**config.mk**
```make
export PLATFORM = sky130hd
export DESIGN_NAME = conv_frame_encoder
export DESIGN_NICKNAME = d
export VERILOG_FILES = /design/src/rtl/conv_pkg.sv /design/src/rtl/conv_core.sv /design/src/rtl/conv_frame_encoder.sv
export SDC_FILE = /design/constraint.sdc
export NUM_CORES = 1
export LEC_CHECK = 0
export ABC_AREA = 1
export CAP_MARGIN = 20
export CORE_MARGIN = 2
export CORE_UTILIZATION = 35
export CTS_BUF_LIST = sky130_fd_sc_hd__clkbuf_8
export DETAILED_ROUTE_END_ITERATION = 7
export SLEW_MARGIN = 10
export SYNTH_ARGS = -nofsm -noshare
export SYNTH_HDL_FRONTEND = slang
export SYNTH_SLANG_ARGS = --single-unit
```
**constraint.sdc**
```tcl
create_clock -name clk -period 2.8 [get_ports clk]
set_input_delay 0.7 -clock clk [delete_from_list [all_inputs] [get_ports clk]]
set_output_delay 0.7 -clock clk [all_outputs]
set_load 0.05 [all_outputs]
```
**src/rtl/conv_pkg.sv**
```systemverilog
// Shared definitions for the convolutional frame encoder and decoder:
// FSM state type, default code parameters and a counter-width helper.
package conv_pkg;

    typedef enum logic [1:0] {
        IDLE = 2'd0,
        DATA = 2'd1,
        TAIL = 2'd2
    } state_t;

    localparam int unsigned K_DEF       = 3;
    localparam logic [2:0]  G0_DEF      = 3'b111;
    localparam logic [2:0]  G1_DEF      = 3'b101;
    localparam int unsigned MAX_LEN_DEF = 256;

    // Bits needed to hold values 0..n inclusive.
    function automatic int unsigned cnt_width(input int unsigned n);
        return (n < 1) ? 1 : $clog2(n + 1);
    endfunction

endpackage

```
**src/rtl/conv_core.sv**
```systemverilog
// Shift register and generator XORs of a rate-1/2 convolutional encoder.
// The code word is combinational in the current bit u and the stored history;
// 'clear' makes the history read as zero so a new frame starts from the
// all-zero state in the same cycle its first bit is coded.
module conv_core
    import conv_pkg::*;
#(
    parameter int unsigned    K  = K_DEF,
    parameter logic [K-1:0]   G0 = G0_DEF,
    parameter logic [K-1:0]   G1 = G1_DEF
) (
    input  logic       clk,
    input  logic       rst,
    input  logic       shift,
    input  logic       clear,
    input  logic       u,
    output logic [1:0] code
);

    // sr[K-2] is r1 (most recent previous bit), sr[0] is r(K-1)
    logic [K-2:0] sr;
    logic [K-2:0] hist;
    logic [K-1:0] vec;

    // Form {u, r1..r(K-1)} and the two generator parities
    always_comb begin
        hist = clear ? '0 : sr;
        vec  = {u, hist};
        code = {^(G0 & vec), ^(G1 & vec)};
    end

    // Shift the current bit into the history
    always_ff @(posedge clk or negedge rst) begin
        if (!rst) begin
            sr <= '0;
        end else if (shift) begin
            sr <= vec[K-1:1];
        end
    end

endmodule

```
**src/rtl/conv_frame_encoder.sv**
```systemverilog
// Framed convolutional encoder: codes each accepted data bit into a 2-bit
// symbol, appends K-1 zero tail symbols per frame, marks sop/eop, counts
// completed frames and forces termination after MAX_LEN bits.
module conv_frame_encoder
    import conv_pkg::*;
#(
    parameter int unsigned  K       = K_DEF,
    parameter logic [K-1:0] G0      = G0_DEF,
    parameter logic [K-1:0] G1      = G1_DEF,
    parameter int unsigned  MAX_LEN = MAX_LEN_DEF
) (
    input  logic        clk,
    input  logic        rst,
    input  logic        valid_i,
    input  logic        d_in,
    input  logic        last_i,
    output logic        ready_o,
    output logic        valid_o,
    output logic [1:0]  d_out,
    output logic        sop_o,
    output logic        eop_o,
    input  logic        ready_i,
    output logic [15:0] frames_o,
    output logic        ovf_o
);

    localparam int unsigned BW = cnt_width(MAX_LEN);
    localparam int unsigned TW = cnt_width(K);

    state_t          state;
    logic [BW-1:0]   bit_cnt;
    logic [TW-1:0]   tail_cnt;

    logic            load;
    logic            accept;
    logic            tail_emit;
    logic            tail_final;
    logic            shift;
    logic            clear;
    logic            u;
    logic            force_last;
    logic            is_last;
    logic            eop_take;
    logic [1:0]      code;

    // Handshake and datapath control decoded from state and output register
    always_comb begin
        load       = !valid_o || ready_i;
        ready_o    = (state != TAIL) && load;
        accept     = valid_i && ready_o;
        tail_emit  = (state == TAIL) && load && (tail_cnt != TW'(K - 1));
        tail_final = (tail_cnt == TW'(K - 2));
        shift      = accept || tail_emit;
        clear      = accept && (state == IDLE);
        u          = accept && d_in;
        force_last = (bit_cnt == BW'(MAX_LEN - 1));
        is_last    = last_i || force_last;
        eop_take   = valid_o && ready_i && eop_o;
    end

    conv_core #(
        .K  (K),
        .G0 (G0),
        .G1 (G1)
    ) u_core (
        .clk   (clk),
        .rst   (rst),
        .shift (shift),
        .clear (clear),
        .u     (u),
        .code  (code)
    );

    // Output symbol register: reloads only when empty or being consumed
    always_ff @(posedge clk or negedge rst) begin
        if (!rst) begin
            valid_o <= 1'b0;
            d_out   <= '0;
            sop_o   <= 1'b0;
            eop_o   <= 1'b0;
        end else if (load) begin
            valid_o <= shift;
            if (shift) begin
                d_out <= code;
            end
            sop_o   <= clear;
            eop_o   <= tail_emit && tail_final;
        end
    end

    // Frame FSM with bit/tail counters and sticky overflow flag
    always_ff @(posedge clk or negedge rst) begin
        if (!rst) begin
            state    <= IDLE;
            bit_cnt  <= '0;
            tail_cnt <= '0;
            ovf_o    <= 1'b0;
        end else begin
            case (state)
                IDLE, DATA: begin
                    if (accept) begin
                        if (is_last) begin
                            state    <= TAIL;
                            bit_cnt  <= '0;
                            tail_cnt <= '0;
                            if (!last_i) begin
                                ovf_o <= 1'b1;
                            end
                        end else begin
                            state   <= DATA;
                            bit_cnt <= bit_cnt + 1'b1;
                        end
                    end
                end
                TAIL: begin
                    if (tail_emit) begin
                        tail_cnt <= tail_cnt + 1'b1;
                    end
                    if (eop_take) begin
                        state <= IDLE;
                    end
                end
                default: state <= IDLE;
            endcase
        end
    end

    // Completed-frame counter, advanced when the eop symbol is consumed
    always_ff @(posedge clk or negedge rst) begin
        if (!rst) begin
            frames_o <= '0;
        end else if (eop_take) begin
            frames_o <= frames_o + 16'd1;
        end
    end

endmodule

```
==> reports/metrics.cfg, run 1 <==
[worst_setup_path]
required_ps=2100
crit_arrival_ps=1730
worst-r2r-setup-slack_ps=960
critPathMaxFanout=7
critical_path_class=in -> out
crit_path_start_kind=input port
end_kind=output port

[drt]
antenna_left=0
drt_iter0_drc=60
drt_first_pass_iters=4
vias_per_cell=4.44
vias=1381
wire_per_inst_um=11.0
routed_wl_um=3430
drc=0

[grt]
overflow=0
antenna_found_initial=0
grt_pass1_wl_um=6230
grt_max_degree=38
grt_pass1_vias=1332
grtUsageTotal=0.137

[yosys]
syn_inst=207
yosysWarnings=0
synth_area_leader_cell=dfrtp_1
syn_avg_cell_area_um2=8.77
synth_area_mm2=0.00182
ys_types=25
synth_area_leaders=dfrtp_1 51%, nand2_1 9.9%, inv_1 5.4%, xor2_1 3.9%, nor2_1 3.7%
ys_seq_area_frac=0.510
syn-num-nets=218
synth-seq-cells=37
synth_top_area_share=0.510

[floorplan]
core_area_mm2=0.00504
fp-row-count=26
initial_core_util=0.360
ios=29
fp.dieW_um=76.0
die_y_um=76.0
die_area_mm2=0.00578

[sta]
fmaxAchievable_mhz=411
period_minus_slack_ps=2430
skew_ps=5.18
setup_viol=0
report.final.slew_viol_count=0
worstMarginPinSlew_ps=817
finalCritPeriodShare=0.868
max-slew-margin-rel=0.455
finalSetupTns_ps=0
rsz0062_at_grt=false
final_hold_viol_count=0

[power]
switchingPower_uw=759
power.density_mw_per_mm2=810
switching_share=0.415
pwr-share-comb=0.405
power_mw=1.83
p_clk_frac=0.186
leakage_nw=1.09
ir_drop_mv=0.551
internal-power_mw=1.07
seqPwrFrac=0.409

[clock_tree]
path_clk_slew_ps=60
clock_sink_count=37
cts_setup_buffers=0
cts_tree=built
cts_buffers=5
cts_root_buf=clkbuf_8
clk_latency_ps=290
clockBufferDepth=2
postCtsHoldBufs=0
post_cts_resized=0
h-tree-depth=2

[placed_design]
gp_congestion=0.779
dpl.hpwl_um=2550
port_buffers=28

[finish]
diodes=0
utilization=0.449
syn2layout_area_growth_pct=24.6
drive_above_1_share=0.108
nets=253

[outcome]
status=completed

[job]
cap_viol_max_count=0

[hold_path]
hp-class=reg -> reg

==> flip-flops by register name (all words and copies together), names as in the netlist <==
name,count
sop_o,1
frames_o,16
eop_o,1
ovf_o,1
bit_cnt,9
u_core.sr,2
valid_o,1
d_out,2
state,2
tail_cnt,2
==> power groups by stage <==
stage,Clock (mW),Sequential [mW],Combinational (mW)
2_1_floorplan,0,0.928,0.334
3_3_place_gp,0,0.761,0.739
3_5_place_dp,0,0.758,0.749
4_1_cts,0.356,0.752,0.750
5_1_grt,0.382,0.771,0.824
6_report,0.340,0.750,0.742
==> worst paths after layout <==
path / start / cells after the start / to
min in group asynchronous: rst / 1 / state[0]$_DFFE_PN0P_
max reg2reg: bit_cnt[0]$_DFFE_PN0P_ / 9 / tail_cnt[0]$_DFFE_PN0P_
max in group asynchronous: rst / 1 / frames_o[14]$_DFFE_PN0P_
min: ovf_o$_DFFE_PN0P_ / 1 / ovf_o$_DFFE_PN0P_
max: ready_i / 6 / ready_o
min reg2reg: ovf_o$_DFFE_PN0P_ / 1 / ovf_o$_DFFE_PN0P_
==> metrics by stage <==
step                setup slack, ps  cells  instance area, um2  hold WS (ps)
detailed placement              369    305                2190           463
finish                          369    311                2260           473
CTS                             365    311                2260           478
global placement                375    305                2190           461
global route                    288    311                2260           515
floorplan                       854    207                1820           404
==> routing by layer <==
layer	GRT usage	share of wire	vias up	wire, um
li1	-	-	721	-
met1	0.178	0.51	632	1750
met2	0.210	0.44	22	1500
met3	0.0415	0.032	6	110
met4	0.0655	0.022	0	74
met5	0	0	-	0
==> worst max-delay path, cell delays in order <==
cell and delay (ps):
clkdlybuf4s50_1 500, inv_1 70, nand2_2 120, nand2_1 100
inv_1 100, buf_12 140
==> layout by cell type (no fill, tap or decap) <==
cell / instances
nand3b_1: 1
ha_1: 5
clkbuf_8: 5
o21ai_1: 4
xnor2_1: 7
o21bai_1: 1
nand2_1: 48
nor2_1: 18
nand3_1: 12
buf_2: 1
buf_12: 1
nor2_4: 3
dfrtp_1: 37
a21oi_1: 4
and3_1: 1
xor2_1: 8
nand3_2: 2
o22ai_1: 2
inv_2: 5
clkdlybuf4s50_1: 26
nand4_1: 6
nor3_2: 1
o31ai_1: 2
clkinv_2: 1
o21ai_0: 5
nor3_1: 2
inv_1: 26
o21ai_2: 1
nor2_2: 3
nand2_2: 3
==> Yosys cell counts (all sizes together) <==
cell / instances
nor2: 24
and3: 1
inv: 31
o21ai: 10
nand4: 6
a21oi: 4
o22ai: 2
nand3: 14
xnor2: 7
o31ai: 2
o21bai: 1
ha: 5
nand3b: 1
nand2: 51
dfrtp: 37
xor2: 8
nor3: 3
==> layout make-up <==
type / count / area, um2
flip-flops and latches: 37 / 926
repair buffers: 28 / 285
inverters: 31 / 116
multi-input cells: 139 / 773
well taps: 70 / 87.6
clock inverters: 1 / 5.00
fillers: 510 / 2780
clock buffers: 5 / 68.8
==> cells by family (layout without fill, tap and decap cells) <==
logic type	Yosys count	count (layout)	share of synthesized area
AND/OR/NAND/NOR	100	100	0.259
flip-flops	37	37	0.510
buffers and inverters	31	65	0.0641
AO/OA/AOI/OAI	19	19	0.0600
XOR/XNOR	15	15	0.0724
adder cells (fa/ha/maj)	5	5	0.0345
(Power assumes the default switching activity.)
==> run 2, diff against run 1 <==
- CORE_ASPECT_RATIO: not set -> 0.6
- CORE_MARGIN: 2 -> not set
==> run 2 against run 1 <==
  * Flip-flop and latch count did not move
  * First-iteration DRC count fell by 23%
  * Global-route usage rose by 2.7 points
  * Core utilization rose by 3.3 points
  * Die area fell by 5.0%
  * Count of clock-buffer cells in the layout rose by 1
  * Design area rose by 1.7%
  * Combinational power barely moved
  * Critical path depth did not move
  * Highest routed layer unchanged
==> reports/metrics.cfg, run 2 (synthesized netlist as in run 1, its figures left out) <==
[worst_setup_path]
r2r_end=bit_cnt[2]$_DFFE_PN0P_
crit_arrival_ps=1730  ; about the same
r2r_start=bit_cnt[0]$_DFFE_PN0P_
required_ps=2100  ; about the same
crit_path_start_kind=input port
worst-r2r-setup-slack_ps=920  ; -40 ps
end_kind=output port
critical_path_class=in -> out
critPathMaxFanout=7  ; unchanged
r2r_cells=9  ; unchanged

[finish]
diodes=0  ; unchanged
nets=253  ; unchanged
drive_above_1_share=0.115  ; +0.00734
nFillCells=478  ; -6.3%
largest-register=frames_o
final_common_cell=nand2_1
final_cell_mix=48 x nand2_1, 37 x dfrtp_1, 26 x inv_1, 26 x clkdlybuf4s50_1, 18 x nor2_1
largest_reg_flops=16  ; unchanged
syn2layout_area_growth_pct=26.7
top_regs=frames_o (16), bit_cnt (9)
multiInputGateArea_um2=773  ; unchanged
seq_area_um2=926  ; unchanged

[drt]
routed_wl_um=3750  ; +9.2%
vias=1397  ; +1.2%
vias_per_cell=4.57  ; +2.8%
wire_per_inst_um=12.3  ; +11%
drt_iter0_drc=46  ; -23%
drc=0  ; unchanged
antenna_left=0  ; unchanged
drt_first_pass_iters=4  ; unchanged

[power]
leakage_nw=1.11  ; +1.6%
power.density_mw_per_mm2=865  ; +6.9%
ir_drop_mv=0.433  ; -21%

[sta]
finalSetupTns_ps=0  ; unchanged
final_hold_viol_count=0  ; unchanged
rsz0062_at_grt=false
worstMarginPinSlew_ps=797  ; -20.1 ps
report.final.slew_viol_count=0  ; unchanged
fmaxAchievable_mhz=412  ; +0.21%
max-slew-margin-rel=0.469  ; +0.0134
hold_ws_ps=480  ; +6.68 ps
skew_ps=3.79  ; -1.39 ps
setup_viol=0  ; unchanged
finalCritPeriodShare=0.866  ; -0.00184
period_minus_slack_ps=2430  ; -5.14 ps

[grt]
grt_pass1_vias=1327  ; -0.38%
grt_pass1_wl_um=6550  ; +5.1%
overflow=0  ; unchanged
grtUsageTotal=0.164  ; +0.0268
grt_max_degree=38  ; unchanged
antenna_found_initial=0  ; unchanged

[clock_tree]
path_clk_slew_ps=80  ; +20 ps
clk_latency_ps=290  ; about the same
postCtsHoldBufs=0  ; unchanged
cts_buffers=5  ; unchanged
cts_setup_buffers=0  ; unchanged
clockBufferDepth=2  ; unchanged
cts_root_buf=clkbuf_8
cts_tree=built
post_cts_resized=0  ; unchanged
clock_sink_count=37  ; unchanged
h-tree-depth=2  ; unchanged

[placed_design]
port_buffers=28  ; unchanged
gp_congestion=0.740  ; -5.0%
dpl.hpwl_um=2790  ; +9.3%

[hold_path]
worstHoldStart=u_core.sr[1]$_DFFE_PN0P_
hp-class=reg -> reg
min_to=u_core.sr[1]$_DFFE_PN0P_
hold_path_depth=2  ; +1

[floorplan]
ios=29  ; unchanged
die_area_mm2=0.00549  ; -5.0%
die_y_um=57.8  ; -24%
fp-row-count=19  ; -27%
initial_core_util=0.380  ; +0.0199
core_area_mm2=0.00478  ; -5.2%
fp.dieW_um=95.0  ; +25%

[outcome]
status=completed

[job]
cap_viol_max_count=0  ; unchanged

-- run 2: cell types whose count changed in the layout (fill, tap and decap cells not counted), sizes merged --
| cell | change |
|---|---|
| bufinv | +1 |
| clkbuf | +1 |
| clkinv | -1 |
| clkinvlp | +1 |
-- run 2: per-stage QoR --
| step | setup slack (ps) | area (um2) | power [mW] | utilization | instances |
|---|---|---|---|---|---|
| 2_1_floorplan | 854 | 1820 | 1.26 | - | 207 |
| 3_3_place_gp | 340 | 2180 | 1.51 | 0.456 | 298 |
| 3_5_place_dp | 366 | 2180 | 1.51 | 0.456 | 298 |
| 4_1_cts | 356 | 2300 | 2.01 | 0.481 | 306 |
| 5_1_grt | 282 | 2300 | 2.12 | 0.481 | 306 |
| 6_report | 374 | 2300 | 1.99 | 0.481 | 306 |
-- run 2: how the worst max path moves through the flow --
stage | endpoint | slack, ps | depth (start not counted) | startpoint
detailed placement | ready_o | 370 | 6 | ready_i
global route | ready_o | 280 | 6 | ready_i
CTS | ready_o | 360 | 6 | ready_i
global placement | ready_o | 340 | 6 | ready_i
floorplan | ready_o | 850 | 4 | ready_i
finish | ready_o | 370 | 6 | ready_i
-- run 2: critical path, stage by stage --
cell and delay (ps):
clkdlybuf4s50_1 490, inv_1 70, nand2_2 130, nand2_1 100, inv_1 100, buf_12 140
-- run 2: layout make-up --
class / count / area share
Sequential cell: 37 / 0.403
Multi-Input combinational cell: 139 / 0.336
Timing Repair Buffer: 28 / 0.124
Inverter: 31 / 0.0506
Clock buffer: 6 / 0.0359
Tap cell: 63 / 0.0343
Clock inverter: 2 / 0.0163
-- run 2: power by group --
part | switching (mW) | internal [mW] | leakage, nW
registers | 0.101 | 0.654 | 0.490
clock network | 0.202 | 0.290 | 0.0574
logic | 0.488 | 0.255 | 0.562
total | 0.791 | 1.20 | 1.11
-- run 2: routing by layer --
layer | GRT usage | wire [um] | up-vias
met1 | 0.247 | 2050 | 624
met5 | 0 | 0 | -
met3 | 0.0433 | 155 | 9
met2 | 0.215 | 1460 | 35
met4 | 0.0779 | 87 | 0
li1 | - | - | 729
==> run 3, diff against run 2 <==
- SLEW_MARGIN: 10 -> 0
==> results of run 3 <==
Final layout, timing and power as in run 2 (identical DEF).
